===== config.mk =====
export PLATFORM = sky130hd
export DESIGN_NAME = pio_hs_peer_flat
export DESIGN_NICKNAME = d
export VERILOG_FILES = /design/src/rtl/pio_hs_peer_if.sv /design/src/rtl/pio_hs_peer.sv /design/src/flat_wrapper.sv
export SDC_FILE = /design/constraint.sdc
export NUM_CORES = 1
export LEC_CHECK = 0
export BUFFER_PORTS_ARGS = -buffer_cell sky130_fd_sc_hd__buf_2
export CAP_MARGIN = 25
export CORE_ASPECT_RATIO = 1.1
export CORE_MARGIN = 5
export CORE_UTILIZATION = 56
export CTS_BUF_LIST = sky130_fd_sc_hd__clkbuf_8
export DETAILED_ROUTE_END_ITERATION = 16
export PLACE_DENSITY = 0.79
export SYNTH_ARGS = -nofsm -noshare
export SYNTH_HDL_FRONTEND = slang
export SYNTH_SLANG_ARGS = --single-unit

===== constraint.sdc =====
create_clock -name clk_i -period 4.8 [get_ports clk_i]
set_input_delay 0.48 -clock clk_i [delete_from_list [all_inputs] [get_ports clk_i]]
set_output_delay 0.48 -clock clk_i [all_outputs]
set_load 0.02 [all_outputs]

===== src/rtl/pio_hs_peer_if.sv =====
// Pin- and FIFO-side signal bundle for the i8255 mode-1 peripheral partner.
// Handshakes: tx_we_i pushes one byte per cycle unless tx_full_o=1 (dropped);
// rx_vld_o holds a byte until a cycle with rx_rd_i=1, after which it clears.
interface pio_hs_peer_if;
  logic       tx_we_i;
  logic [7:0] tx_dat_i;
  logic       tx_full_o;
  logic       tx_busy_o;
  logic [7:0] pd_o;
  logic       pd_oe_o;
  logic       stb_n_o;
  logic       ibf_i;
  logic [7:0] pd_i;
  logic       obf_n_i;
  logic       ack_n_o;
  logic [7:0] rx_dat_o;
  logic       rx_vld_o;
  logic       rx_rd_i;

  modport slave (
    input  tx_we_i, tx_dat_i, ibf_i, pd_i, obf_n_i, rx_rd_i,
    output tx_full_o, tx_busy_o, pd_o, pd_oe_o, stb_n_o, ack_n_o,
           rx_dat_o, rx_vld_o
  );

  modport master (
    output tx_we_i, tx_dat_i, ibf_i, pd_i, obf_n_i, rx_rd_i,
    input  tx_full_o, tx_busy_o, pd_o, pd_oe_o, stb_n_o, ack_n_o,
           rx_dat_o, rx_vld_o
  );
endinterface


===== src/rtl/pio_hs_peer.sv =====
// Device-side partner for an i8255 mode-1 port pair: a FIFO-fed strobed
// transmitter paced by IBF and an ACK-pulsing receiver paced by OBF_n.
module pio_hs_peer #(
  parameter int SETUP_CYC = 2,
  parameter int STB_W     = 4,
  parameter int ACK_W     = 4,
  parameter int TX_DEPTH  = 4
) (
  input  logic       clk_i,
  input  logic       rst_i,
  pio_hs_peer_if.slave bus,
  output logic [1:0] tx_state_o,
  output logic [1:0] rx_state_o
);

  localparam int AW = (TX_DEPTH > 2) ? $clog2(TX_DEPTH) : 1;

  localparam logic [3:0] SETUP_LAST = 4'(SETUP_CYC - 1);
  localparam logic [3:0] STB_LAST   = 4'(STB_W - 1);
  localparam logic [3:0] HOLD_LAST  = 4'd2;
  localparam logic [3:0] ACK_LAST   = 4'(ACK_W - 1);

  typedef enum logic [1:0] {
    TX_IDLE  = 2'd0,
    TX_SETUP = 2'd1,
    TX_STRB  = 2'd2,
    TX_HOLD  = 2'd3
  } tx_state_t;

  typedef enum logic [1:0] {
    RX_IDLE = 2'd0,
    RX_ACK  = 2'd1,
    RX_REL  = 2'd2
  } rx_state_t;

  // ---------------------------------------------------------------------
  // Synchronizers for the two asynchronous 8255 status pins
  // ---------------------------------------------------------------------
  logic [1:0] ibf_sync;
  logic [1:0] obf_sync;
  logic       ibf_s;
  logic       obf_n_s;

  always_ff @(posedge clk_i or posedge rst_i) begin
    if (rst_i) begin
      ibf_sync <= 2'b00;
      obf_sync <= 2'b11;
    end else begin
      ibf_sync <= {ibf_sync[0], bus.ibf_i};
      obf_sync <= {obf_sync[0], bus.obf_n_i};
    end
  end

  assign ibf_s   = ibf_sync[1];
  assign obf_n_s = obf_sync[1];

  // ---------------------------------------------------------------------
  // TX FIFO: pointers carry one extra wrap bit to tell full from empty
  // ---------------------------------------------------------------------
  logic [7:0]  mem [TX_DEPTH];
  logic [AW:0] wr_ptr;
  logic [AW:0] rd_ptr;
  logic        fifo_empty;
  logic        fifo_full;
  logic        push;
  logic        pop;

  assign fifo_empty = (wr_ptr == rd_ptr);
  assign fifo_full  = (wr_ptr[AW] != rd_ptr[AW]) &&
                      (wr_ptr[AW-1:0] == rd_ptr[AW-1:0]);
  assign push       = bus.tx_we_i && !fifo_full;

  always_ff @(posedge clk_i) begin
    if (push) begin
      mem[wr_ptr[AW-1:0]] <= bus.tx_dat_i;
    end
  end

  always_ff @(posedge clk_i or posedge rst_i) begin
    if (rst_i) begin
      wr_ptr <= '0;
      rd_ptr <= '0;
    end else begin
      if (push) wr_ptr <= wr_ptr + 1'b1;
      if (pop)  rd_ptr <= rd_ptr + 1'b1;
    end
  end

  // ---------------------------------------------------------------------
  // TX FSM
  // ---------------------------------------------------------------------
  tx_state_t  tx_state;
  tx_state_t  tx_next;
  logic [3:0] tx_cnt;
  logic       tx_cnt_done;
  logic [7:0] pd_q;
  logic       stb_n;
  logic       pd_oe;

  // A new byte only starts once the 8255 has drained the previous one.
  assign pop = (tx_state == TX_IDLE) && !fifo_empty && !ibf_s;

  always_comb begin
    tx_cnt_done = 1'b0;
    unique case (tx_state)
      TX_SETUP: tx_cnt_done = (tx_cnt == SETUP_LAST);
      TX_STRB:  tx_cnt_done = (tx_cnt == STB_LAST);
      TX_HOLD:  tx_cnt_done = (tx_cnt == HOLD_LAST);
      default:  tx_cnt_done = 1'b0;
    endcase
  end

  always_ff @(posedge clk_i or posedge rst_i) begin
    if (rst_i) begin
      tx_state <= TX_IDLE;
      tx_cnt   <= 4'd0;
    end else begin
      tx_state <= tx_next;
      if (tx_next != tx_state || tx_next == TX_IDLE) begin
        tx_cnt <= 4'd0;
      end else begin
        tx_cnt <= tx_cnt + 4'd1;
      end
    end
  end

  always_comb begin
    tx_next = tx_state;
    unique case (tx_state)
      TX_IDLE:  if (pop)         tx_next = TX_SETUP;
      TX_SETUP: if (tx_cnt_done) tx_next = TX_STRB;
      TX_STRB:  if (tx_cnt_done) tx_next = TX_HOLD;
      TX_HOLD:  if (tx_cnt_done) tx_next = TX_IDLE;
      default:                   tx_next = TX_IDLE;
    endcase
  end

  always_comb begin
    stb_n = 1'b1;
    pd_oe = 1'b0;
    unique case (tx_state)
      TX_SETUP: pd_oe = 1'b1;
      TX_STRB: begin
        stb_n = 1'b0;
        pd_oe = 1'b1;
      end
      TX_HOLD:  pd_oe = 1'b1;
      default: begin
        stb_n = 1'b1;
        pd_oe = 1'b0;
      end
    endcase
  end

  // pd_o keeps the last byte after the drive enable drops.
  always_ff @(posedge clk_i or posedge rst_i) begin
    if (rst_i) begin
      pd_q <= 8'h00;
    end else if (pop) begin
      pd_q <= mem[rd_ptr[AW-1:0]];
    end
  end

  // ---------------------------------------------------------------------
  // RX FSM
  // ---------------------------------------------------------------------
  rx_state_t  rx_state;
  rx_state_t  rx_next;
  logic [3:0] rx_cnt;
  logic       rx_capture;
  logic       ack_n;
  logic [7:0] rx_dat_q;
  logic       rx_vld_q;

  assign rx_capture = (rx_state == RX_ACK) && (rx_cnt == ACK_LAST);

  always_ff @(posedge clk_i or posedge rst_i) begin
    if (rst_i) begin
      rx_state <= RX_IDLE;
      rx_cnt   <= 4'd0;
    end else begin
      rx_state <= rx_next;
      if (rx_next != rx_state || rx_next != RX_ACK) begin
        rx_cnt <= 4'd0;
      end else begin
        rx_cnt <= rx_cnt + 4'd1;
      end
    end
  end

  // No ACK is issued while the previous byte is still unread.
  always_comb begin
    rx_next = rx_state;
    unique case (rx_state)
      RX_IDLE: if (!obf_n_s && !rx_vld_q) rx_next = RX_ACK;
      RX_ACK:  if (rx_capture)            rx_next = RX_REL;
      RX_REL:  if (obf_n_s)               rx_next = RX_IDLE;
      default:                            rx_next = RX_IDLE;
    endcase
  end

  always_comb begin
    ack_n = 1'b1;
    unique case (rx_state)
      RX_ACK:  ack_n = 1'b0;
      default: ack_n = 1'b1;
    endcase
  end

  // A capture in the same cycle as a read keeps the new byte valid.
  always_ff @(posedge clk_i or posedge rst_i) begin
    if (rst_i) begin
      rx_dat_q <= 8'h00;
      rx_vld_q <= 1'b0;
    end else if (rx_capture) begin
      rx_dat_q <= bus.pd_i;
      rx_vld_q <= 1'b1;
    end else if (bus.rx_rd_i) begin
      rx_vld_q <= 1'b0;
    end
  end

  // ---------------------------------------------------------------------
  // Outputs
  // ---------------------------------------------------------------------
  assign bus.pd_o      = pd_q;
  assign bus.pd_oe_o   = pd_oe;
  assign bus.stb_n_o   = stb_n;
  assign bus.tx_full_o = fifo_full;
  assign bus.tx_busy_o = (tx_state != TX_IDLE) || !fifo_empty;
  assign bus.ack_n_o   = ack_n;
  assign bus.rx_dat_o  = rx_dat_q;
  assign bus.rx_vld_o  = rx_vld_q;

  assign tx_state_o = tx_state;
  assign rx_state_o = rx_state;

  // Strobe without driven data, or an ACK over an unread byte, is a bug.
  a_stb_has_data: assert property (@(posedge clk_i) disable iff (rst_i)
    !stb_n |-> pd_oe);
  a_no_ack_unread: assert property (@(posedge clk_i) disable iff (rst_i)
    (rx_state == RX_IDLE && rx_next == RX_ACK) |-> !rx_vld_q);

endmodule


===== src/flat_wrapper.sv =====
// flat-port wrapper written by rule: the top's interface ports become plain ports
module pio_hs_peer_flat 
#(
  parameter int SETUP_CYC = 2,
  parameter int STB_W     = 4,
  parameter int ACK_W     = 4,
  parameter int TX_DEPTH  = 4
)
  (clk_i, rst_i, tx_state_o, rx_state_o, bus_tx_we_i, bus_tx_dat_i, bus_ibf_i, bus_pd_i, bus_obf_n_i, bus_rx_rd_i, bus_tx_full_o, bus_tx_busy_o, bus_pd_o, bus_pd_oe_o, bus_stb_n_o, bus_ack_n_o, bus_rx_dat_o, bus_rx_vld_o);
  pio_hs_peer_if bus_i ();
  input  logic clk_i;
  input  logic rst_i;
  output logic [1:0] tx_state_o;
  output logic [1:0] rx_state_o;
  input wire logic [$bits(bus_i.tx_we_i)-1:0] bus_tx_we_i;
  input wire logic [$bits(bus_i.tx_dat_i)-1:0] bus_tx_dat_i;
  input wire logic [$bits(bus_i.ibf_i)-1:0] bus_ibf_i;
  input wire logic [$bits(bus_i.pd_i)-1:0] bus_pd_i;
  input wire logic [$bits(bus_i.obf_n_i)-1:0] bus_obf_n_i;
  input wire logic [$bits(bus_i.rx_rd_i)-1:0] bus_rx_rd_i;
  output wire logic [$bits(bus_i.tx_full_o)-1:0] bus_tx_full_o;
  output wire logic [$bits(bus_i.tx_busy_o)-1:0] bus_tx_busy_o;
  output wire logic [$bits(bus_i.pd_o)-1:0] bus_pd_o;
  output wire logic [$bits(bus_i.pd_oe_o)-1:0] bus_pd_oe_o;
  output wire logic [$bits(bus_i.stb_n_o)-1:0] bus_stb_n_o;
  output wire logic [$bits(bus_i.ack_n_o)-1:0] bus_ack_n_o;
  output wire logic [$bits(bus_i.rx_dat_o)-1:0] bus_rx_dat_o;
  output wire logic [$bits(bus_i.rx_vld_o)-1:0] bus_rx_vld_o;
  assign bus_i.tx_we_i = bus_tx_we_i;
  assign bus_i.tx_dat_i = bus_tx_dat_i;
  assign bus_i.ibf_i = bus_ibf_i;
  assign bus_i.pd_i = bus_pd_i;
  assign bus_i.obf_n_i = bus_obf_n_i;
  assign bus_i.rx_rd_i = bus_rx_rd_i;
  assign bus_tx_full_o = bus_i.tx_full_o;
  assign bus_tx_busy_o = bus_i.tx_busy_o;
  assign bus_pd_o = bus_i.pd_o;
  assign bus_pd_oe_o = bus_i.pd_oe_o;
  assign bus_stb_n_o = bus_i.stb_n_o;
  assign bus_ack_n_o = bus_i.ack_n_o;
  assign bus_rx_dat_o = bus_i.rx_dat_o;
  assign bus_rx_vld_o = bus_i.rx_vld_o;
  pio_hs_peer #(.SETUP_CYC(SETUP_CYC), .STB_W(STB_W), .ACK_W(ACK_W), .TX_DEPTH(TX_DEPTH)) u_core (.clk_i(clk_i), .rst_i(rst_i), .bus(bus_i), .tx_state_o(tx_state_o), .rx_state_o(rx_state_o));
endmodule

==> results of run 1 <==
==> worst paths after layout <==
path / start / end / slack (ns) / cells after the start
min in group asynchronous: rst_i / u_core.tx_cnt[2] / 0.27 / 3
worst max register to register: u_core.rd_ptr[0] / u_core.bus.pd_o[5] / 2.59 / 3
worst min register to register: u_core.obf_sync[0] / u_core.obf_sync[1] / 0.35 / 0
worst max-delay path: u_core.rd_ptr[0] / bus_tx_busy_o / 2.22 / 3
worst min-delay path: bus_ibf_i / u_core.ibf_sync[0] / 0.26 / 1
max in group asynchronous: rst_i / u_core.obf_sync[0] / 4.17 / 3
==> power by group <==
part           switching (uW)  total [uW]  internal (uW)  leakage [uW]
combinational             440         868            428      0.000576
sequential                180        1030            845      0.000766
clock                     193         417            224      0.000106
total                     814        2310           1500       0.00145
==> worst register-to-register path, cell delays in order, from the launching register on <==
cell and delay (ns):
dfrtp_1 0.78, xor2_1 0.26, o31a_1 0.63, mux2_2 0.41
==> placed cells by master (no fill, tap or decap), types with 2 or more instances in the layout <==
cell type | netlist | layout
xor2_1 | 6 | 6
buf_2 | 2 | 47
buf_4 | 1 | 2
a21oi_1 | 3 | 3
inv_1 | 6 | 9
or2_2 | 2 | 2
ha_1 | 7 | 7
mux2_2 | 10 | 10
xnor2_1 | 6 | 6
nand3_1 | 2 | 2
mux4_2 | 8 | 8
dfrtp_1 | 37 | 37
nor3b_1 | 3 | 3
and2_1 | 3 | 3
dfstp_2 | 2 | 2
nor2_1 | 7 | 7
clkbuf_8 | 0 | 12
nand2b_1 | 4 | 4
edfxtp_1 | 32 | 32
nand2_1 | 3 | 3
mux2_4 | 8 | 8
nor3_1 | 4 | 4
==> cell families after synthesis <==
family / synth area share [%]
buffers and inverters: 2.42
muxes: 14.3
and+or+nand+nor: 7.51
xor gates and xnor gates: 4.12
DFF: 65.8
adders and majority gates: 2.97
AOI/OAI and AO/OA: 2.88
==> metrics by stage <==
step	setup slack, ns	power, uW	area, um2
2_1_floorplan	2.71	1690	2950
3_3_place_gp	2.55	1880	3220
3_5_place_dp	2.51	1920	3220
4_1_cts	2.16	2340	3400
5_1_grt	1.99	2470	3400
6_report	2.22	2310	3400
==> cells in the mapped netlist, types with 2 or more instances <==
cell       n  area [um2]
nor3_1     4        20.0
buf_2      2        10.0
nand2_1    3        11.3
and2_1     3        18.8
mux4_2     8         180
mux2_4     8         120
inv_1      6        22.5
xnor2_1    6        52.6
nor2_1     7        26.3
dfstp_2    2        52.6
or2_2      2        12.5
nand3_1    2        10.0
mux2_2    10         113
xor2_1     6        52.6
edfxtp_1  32         961
a21oi_1    3        15.0
nand2b_1   4        25.0
dfrtp_1   37         926
buf_6      2        22.5
nor3b_1    3        22.5
ha_1       7        87.6
==> sequential cells by signal, summed over array words and instances, names as in the netlist <==
register	count
u_core.obf_sync	2
u_core.bus.rx_dat_o	8
u_core.ibf_sync	2
u_core.tx_state_o	2
u_core.rx_state_o	2
u_core.bus.rx_vld_o	1
u_core.rd_ptr	3
u_core.mem	32
u_core.tx_cnt	4
u_core.wr_ptr	3
u_core.rx_cnt	4
u_core.bus.pd_o	8
==> layer usage <==
layer	wire length (um)	vias up	part of all wire (%)	global-route usage, %
met3	166	4	3.5	5.15
li1	-	758	-	-
met4	25	0	0.53	4.22
met1	2170	822	46	20.7
met2	2390	34	50	24.0
met5	0	-	0	0
==> final cells by class <==
class	count	area, um2
clock buffer	12	165
timing repair buffer	49	250
tap	58	72.6
multi-input combinational	94	938
clock inverter	4	16.3
sequential	71	1940
fill	356	1660
inverter	6	22.5
==> impl_metrics.csv, run 1 <==
group,metric,value,unit
worst_setup_path,worstPathCellList,"xor2_1 > or4_2 > buf_2",
drt,first_pass_iters,4,
global_routing,grt_usage,15.4,%
finish,antennaDiodeCount,0,
timing,relSlewSlack,51.2,%
global_routing,grt_overflow,0,
worst_setup_path,max_stage_delay,0.78,ns
die,coreArea,5070,um2
drt,num_vias,1618,
logic_synthesis,synth_cell_type_count,42,
placement,dp_hpwl,3290,um
worst_setup_path,start_kind,"register",
cts,htree_levels,3,
power,power-per-cell-area,679,nW/um2
worst_setup_path,path_buf_inv,1,
worst_setup_path,cp_slowest_cell,"dfrtp_1",
worst_setup_path,cpLargestDelayFamily,"flip-flops",
placement,io_buffer_count,47,
worst_setup_path,cp.arrival,2.10,ns
timing,rsz0062_at_grt,"false",
cts,clk-insertion-delay-late,0.32,ns
placement,finalWeightedCongestion,0.745,
logic_synthesis,synthCells,178,
global_routing,first_global_vias,1586,
worst_setup_path,cp.required,4.32,ns
finish,fin_nets,260,
die,start_util,58.2,%
global_routing,grt_pass1_wl,7880,um
cts,clock-sinks,71,
logic_synthesis,synthArstFlopShare,54.9,%
timing,setup_viol,0,
cts,ctsResizeCount,0,
min_path,hp-class,"primary input to register",
timing,finalHoldViolCount,0,
logic_synthesis,ys_ff_latch,71,
logic_synthesis,yosys_warnings,0,
global_routing,antenna_found_initial,0,
cts,postCtsSetupBuffers,0,
worst_setup_path,critical_path_class,"register to primary output",
drt,drt-total-wl,4750,um
placement,placed_cells,277,
drt,dr.first_iter.drc_count,28,
run,maxCapViolCount,0,
finish,drive_above_1_share,41.9,%
drt,drc,0,
cts,cts_root_buffer,"clkbuf_8",
timing,setup_tns,0,ns
timing,period_share,53.7,%
cts,clkSlewWorstSetupHoldPaths,0.07,ns
cts,cts_tree,"done",
cts,clk_path_buf_depth,2,
power,leakagePower,0.00145,uW
finish,syn2layout_area_growth,15.4,%
die,io_pins,48,
drt,wl_per_cell,16.1,um
cts,hold_buffers,0,
die,die_y,86.1,um
global_routing,grt_max_degree,40,
logic_synthesis,synth_nets,207,
finish,fin_util,67.2,%
worst_setup_path,path_max_fanout,12,
logic_synthesis,synth-edff-count,32,
die,rows,27,
timing,fmax,388,MHz
worst_setup_path,end_kind,"primary output",
timing,skew,0.0101,ns
logic_synthesis,ys.flop_type,"dfrtp_1",
die,die_w,79.2,um
timing,period_needed,2.58,ns
cts,cts_buffers,9,
status,status,"completed",
die,die_area,6820,um2
timing,finalMaxSlewViolations,0,
timing,whs,0.259,ns
logic_synthesis,synth_seq_area_share,65.8,%
drt,ant_nets,0,
timing,worstMarginPinSlew,0.732,ns
logic_synthesis,syn_area,2950,um2
drt,viasPerCell,5.50,
finish,layoutNonFillerInstCount,294,
power,peakVddDrop,0.430,mV
logic_synthesis,syn_avg_cell_area,16.6,um2
(Power assumes the default switching activity.)
==> run 2, diff against run 1 <==
==> constraint.sdc (replaced) <==
create_clock -name clk_i -period 2.4 [get_ports clk_i]
set_input_delay 0.24 -clock clk_i [delete_from_list [all_inputs] [get_ports clk_i]]
set_output_delay 0.24 -clock clk_i [all_outputs]
set_load 0.02 [all_outputs]
==> run 2 against run 1 <==
Compared with the run above: first-iteration DRC count up 75%; via count up 0.99%; worst setup slack worse by 1.9 ns; clock skew about the same; critical path depth unchanged; clock-buffer cell count up 1; combinational power up 120%; die area unchanged; core utilization up 1.6 points; global-route usage up 0.30 points; largest power group unchanged.
==> impl_metrics.csv, run 2 (synthesized netlist as in run 1, its figures left out) <==
group,metric,value,unit
cts,clk-insertion-delay-late,0.34,ns
worst_setup_path,cp.required,2.16,ns
min_path,hp-class,"primary input to asynchronous set/reset pin",
drt,ant_nets,0,
finish,final_common_cell,"buf_2",
cts,clock-sinks,71,
timing,finalHoldViolCount,0,
die,die_y,86.1,um
global_routing,first_global_vias,1688,
global_routing,antenna_found_initial,0,
status,status,"completed",
worst_setup_path,reg2regPathDepth,3,
timing,rsz0062_at_grt,"false",
cts,cts_buffers,9,
timing,finalMaxSlewViolations,0,
worst_setup_path,cp.arrival,1.88,ns
worst_setup_path,r2r_start,"u_core.wr_ptr[1]",
timing,period_share,88.5,%
drt,drc,0,
timing,fmax,471,MHz
finish,final_cell_mix,"47 x buf_2, 37 x dfrtp_1, 32 x edfxtp_1, 13 x clkbuf_8, 10 x mux2_2",
cts,clk_path_buf_depth,2,
timing,setup_slack,0.275,ns
worst_setup_path,cp_slowest_cell,"or4_2",
drt,wl_per_cell,16.0,um
global_routing,grt_pass1_wl,7960,um
die,coreArea,5070,um2
drt,viasPerCell,5.46,
power,peakVddDrop,0.706,mV
worst_setup_path,r2r_slack,0.64,ns
worst_setup_path,start_kind,"register",
worst_setup_path,end_kind,"primary output",
worst_setup_path,path_buf_inv,1,
die,die_w,79.2,um
worst_setup_path,cpLargestDelayFamily,"simple AND/OR/NAND/NOR gates",
finish,syn2layout_area_growth,18.2,%
worst_setup_path,max_stage_delay,0.54,ns
worst_setup_path,path_max_fanout,11,
cts,clkSlewWorstSetupHoldPaths,0.07,ns
placement,post-place-ws,0.622,ns
timing,setup_tns,0,ns
die,start_util,58.2,%
global_routing,grt_max_degree,40,
timing,period_needed,2.12,ns
die,rows,27,
drt,dr.first_iter.drc_count,49,
cts,postCtsSetupBuffers,0,
placement,io_buffer_count,47,
finish,fin_nets,265,
finish,drive_above_1_share,43.2,%
timing,skew,0.00974,ns
cts,cts_tree,"done",
die,die_area,6820,um2
finish,fin_util,68.8,%
worst_setup_path,critical_path_class,"register to primary output",
timing,setup_viol,0,
placement,finalWeightedCongestion,0.743,
power,power-per-cell-area,1390,nW/um2
placement,placed_cells,281,
timing,relSlewSlack,68.1,%
timing,worstMarginPinSlew,0.479,ns
global_routing,grt_usage,15.7,%
cts,cts_root_buffer,"clkbuf_8",
die,io_pins,48,
worst_setup_path,worstPathCellList,"or2_2 > or4_2 > buf_2",
power,leakagePower,0.00148,uW
drt,num_vias,1634,
cts,htree_levels,3,
drt,first_pass_iters,4,
drt,drt-total-wl,4770,um
global_routing,grt_overflow,0,
finish,antennaDiodeCount,0,
finish,largest_reg_flops,32,
finish,layoutNonFillerInstCount,299,
run,maxCapViolCount,0,
worst_setup_path,r2r_end,"u_core.mem[1][2]",
placement,dp_hpwl,3290,um
==> run 2: cell types whose count changed in the layout (fill, tap and decap cells not counted), sizes merged <==
cell | previous run | this run
buf | 49 | 52
dlygate4sd3 | 0 | 2
bufinv | 0 | 1
clkbuf | 12 | 13
clkinv | 1 | 0
inv | 9 | 8
==> run 2: tightest hold or removal path: stages <==
cell and delay (ns):
buf_2 0.10, inv_1 0.04, buf_4 0.41
==> run 2: power breakdown <==
group	switching (uW)	internal [uW]	total [uW]
Combinational	978	891	1870
Sequential	274	1690	1970
Clock	408	591	998
==> run 2: layout make-up <==
type / instances / area (um2)
flip-flops and latches: 71 / 1940
fillers: 362 / 1580
multi-input cells: 94 / 938
repair buffers: 54 / 293
clock buffers: 13 / 179
well taps: 58 / 72.6
clock inverters: 3 / 40.0
inverters: 6 / 22.5
==> run 2: what timing repair did <==
item	CTS	global route
hold endpoints to repair	2	0
gates resized for setup	0	0
hold buffers	2	0
==> run 2: per-layer routing <==
layer	wire length [um]	GRT usage [%]
met1	2080	19.0
met2	2340	25.3
met3	253	4.94
met4	107	7.81
met5	0	0
==> run 2: worst max path at each step <==
stage | startpoint | end | slack (ns) | cells past startpoint
floorplan | u_core.tx_state_o[0] | bus_tx_busy_o | 0.55 | 3
global placement | u_core.tx_state_o[1] | bus_tx_busy_o | 0.68 | 3
detailed placement | u_core.wr_ptr[1] | u_core.mem[1][3] | 0.62 | 3
CTS | u_core.tx_state_o[1] | bus_tx_busy_o | 0.26 | 3
global route | u_core.tx_state_o[1] | bus_tx_busy_o | 0.20 | 3
finish | u_core.tx_state_o[1] | bus_tx_busy_o | 0.28 | 3
==> run 2: metrics by stage <==
stage                     hold slack (ns)  total power [uW]  cell area (um2)
after floorplan                     0.244              3380             2950
after global placement              0.333              3820             3250
after detailed placement            0.337              3880             3250
after CTS                          0.0255              4890             3480
after global routing               0.0734              5140             3480
final                              0.0154              4830             3480
==> run 3, diff against run 2 <==
==> constraint.sdc (replaced) <==
create_clock -name clk_i -period 2.7 [get_ports clk_i]
set_input_delay 0.27 -clock clk_i [delete_from_list [all_inputs] [get_ports clk_i]]
set_output_delay 0.27 -clock clk_i [all_outputs]
set_load 0.02 [all_outputs]
==> run 3 against run 2 <==
Compared with the run above: via count decreased by 3.8%; critical endpoint unchanged; die area unchanged; largest cell class unchanged; core utilization decreased by 0.27 points; critical path type unchanged; sequential share of layout area increased by 0.22 points.
==> impl_metrics.csv, run 3 (synthesized netlist as in run 1, its figures left out) <==
group,metric,value,unit
drt,ant_nets,0,
placement,post-place-ws,0.722,ns
finish,final_cell_mix,"47 x buf_2, 37 x dfrtp_1, 32 x edfxtp_1, 10 x mux2_2, 10 x clkbuf_8",
drt,wl_met2,2180,um
drt,m1WireLength,2160,um
worst_setup_path,path_buf_inv,1,
min_path,hp-class,"primary input to register",
drt,viasPerCell,5.28,
global_routing,grt_pass1_wl,7370,um
global_routing,grt_overflow,0,
cts,clk_path_buf_depth,2,
cts,cts_tree,"done",
power,peakVddDrop,0.801,mV
worst_setup_path,r2r_start,"u_core.rd_ptr[1]",
drt,drc,0,
finish,syn2layout_area_growth,17.7,%
timing,setup_tns,0,ns
cts,clkSlewWorstSetupHoldPaths,0.07,ns
placement,finalWeightedCongestion,0.751,
power,power_switching,1460,uW
timing,worstMarginPinSlew,0.495,ns
timing,fmax,444,MHz
global_routing,antenna_found_initial,0,
drt,top_layer,"met4",
global_routing,grt_max_degree,18,
power,power.total,4280,uW
worst_setup_path,worstPathCellList,"xor2_1 > or4_2 > buf_2",
die,start_util,58.2,%
die,io_pins,48,
worst_setup_path,max_stage_delay,0.65,ns
worst_setup_path,r2r_slack,0.75,ns
timing,finalMaxSlewViolations,0,
timing,relSlewSlack,67.0,%
min_path,hold_depth,1,
worst_setup_path,path_max_fanout,12,
drt,first_pass_iters,4,
power,share_comb_of_total_power,37.5,%
timing,skew,0.0116,ns
die,die_w,79.2,um
finish,largest_reg_flops,32,
timing,rsz0062_at_grt,"false",
power,p_int,2820,uW
power,power-per-cell-area,1230,nW/um2
timing,setup_slack,0.446,ns
run,maxCapViolCount,0,
min_path,holdCritStartpoint,"bus_obf_n_i",
die,die_area,6820,um2
cts,cts_buffers,9,
worst_setup_path,critical_path_class,"register to primary output",
die,rows,27,
cts,ctsResizeCount,0,
timing,period_needed,2.25,ns
drt,wl_per_cell,15.7,um
finish,fin_nets,264,
finish,final_common_cell,"buf_2",
drt,num_vias,1572,
finish,antennaDiodeCount,0,
worst_setup_path,cp_slowest_cell,"dfrtp_1",
min_path,whs_endpoint,"u_core.obf_sync[0]",
cts,clk-insertion-delay-late,0.33,ns
cts,htree_levels,3,
global_routing,first_global_vias,1516,
timing,setup_viol,0,
drt,drt-total-wl,4670,um
worst_setup_path,cp.arrival,1.98,ns
global_routing,grt_usage,14.8,%
worst_setup_path,end_kind,"primary output",
drt,dr_wl_met3,217,um
worst_setup_path,start_kind,"register",
worst_setup_path,cp.required,2.43,ns
status,status,"completed",
drt,dr.first_iter.drc_count,53,
cts,cts_root_buffer,"clkbuf_8",
placement,io_buffer_count,47,
power,swShare,34.1,%
cts,clock-sinks,71,
timing,period_share,83.5,%
placement,dp_hpwl,3200,um
die,coreArea,5070,um2
worst_setup_path,reg2regPathDepth,4,
worst_setup_path,r2r_end,"u_core.bus.pd_o[5]",
die,die_y,86.1,um
finish,drive_above_1_share,42.9,%
timing,finalHoldViolCount,0,
power,p_clk_share,20.9,%
power,leakagePower,0.00148,uW
worst_setup_path,cpLargestDelayFamily,"flip-flops",
power,p_seq_share,41.6,%
## run 3: metal layers
layer	vias up	global-route usage, %
met5	-	0
met4	0	9.84
met3	9	3.36
met2	36	23.1
met1	764	18.4
li1	763	-
## run 3: worst max path at each step
stage | startpoint | to | slack [ns] | cells past startpoint
3_3_place_gp | u_core.rd_ptr[1] | bus_tx_busy_o | 0.77 | 3
3_5_place_dp | u_core.rd_ptr[1] | u_core.bus.pd_o[5] | 0.72 | 4
6_report | u_core.rd_ptr[1] | bus_tx_busy_o | 0.45 | 3
2_1_floorplan | u_core.tx_state_o[0] | bus_tx_busy_o | 0.82 | 3
5_1_grt | u_core.rd_ptr[1] | bus_tx_busy_o | 0.30 | 3
4_1_cts | u_core.rd_ptr[1] | bus_tx_busy_o | 0.39 | 3
## run 3: timing repair
| action | in CTS | in global routing |
|---|---|---|
| endpoints found under the hold margin | 10 | 0 |
| endpoints found under the setup margin | 0 | 0 |
| buffers inserted | 0 | 0 |
| hold buffers | 1 | 0 |
## run 3: worst register-to-register path, delay by kind of cell, from the launching register on
kind                   cells  cell delay, ns
multiplexers               1            0.34
flip-flops                 1            0.65
XOR/XNOR                   1            0.26
buffers and inverters      1            0.25
AO/OA/AOI/OAI              1            0.34
## run 3: cell type report
type                       count  area, um2
sequential                    71       1940
fill                         354       1600
multi-input combinational     94        938
timing repair buffer          53        283
clock buffer                  10        138
clock inverter                 6       77.6
tap                           58       72.6
inverter                       6       22.5
## run 3: through the flow
stage / utilization, % / hold WS (ns) / cell area, um2 / std cells
6_report: 68.5 / 0.0405 / 3470 / 298
5_1_grt: 68.5 / 0.0179 / 3470 / 298
4_1_cts: 68.5 / 0.0144 / 3470 / 298
3_5_place_dp: 64.0 / 0.307 / 3250 / 281
3_3_place_gp: 64.0 / 0.306 / 3250 / 281
2_1_floorplan: - / 0.274 / 2950 / 178
## run 3: power by group through the flow
| stage | Clock, uW | Combinational (uW) | Sequential [uW] |
|---|---|---|---|
| 2_1_floorplan | 0 | 1110 | 1890 |
| 3_3_place_gp | 0 | 1600 | 1790 |
| 3_5_place_dp | 0 | 1620 | 1800 |
| 4_1_cts | 924 | 1630 | 1780 |
| 5_1_grt | 959 | 1740 | 1830 |
| 6_report | 894 | 1600 | 1780 |
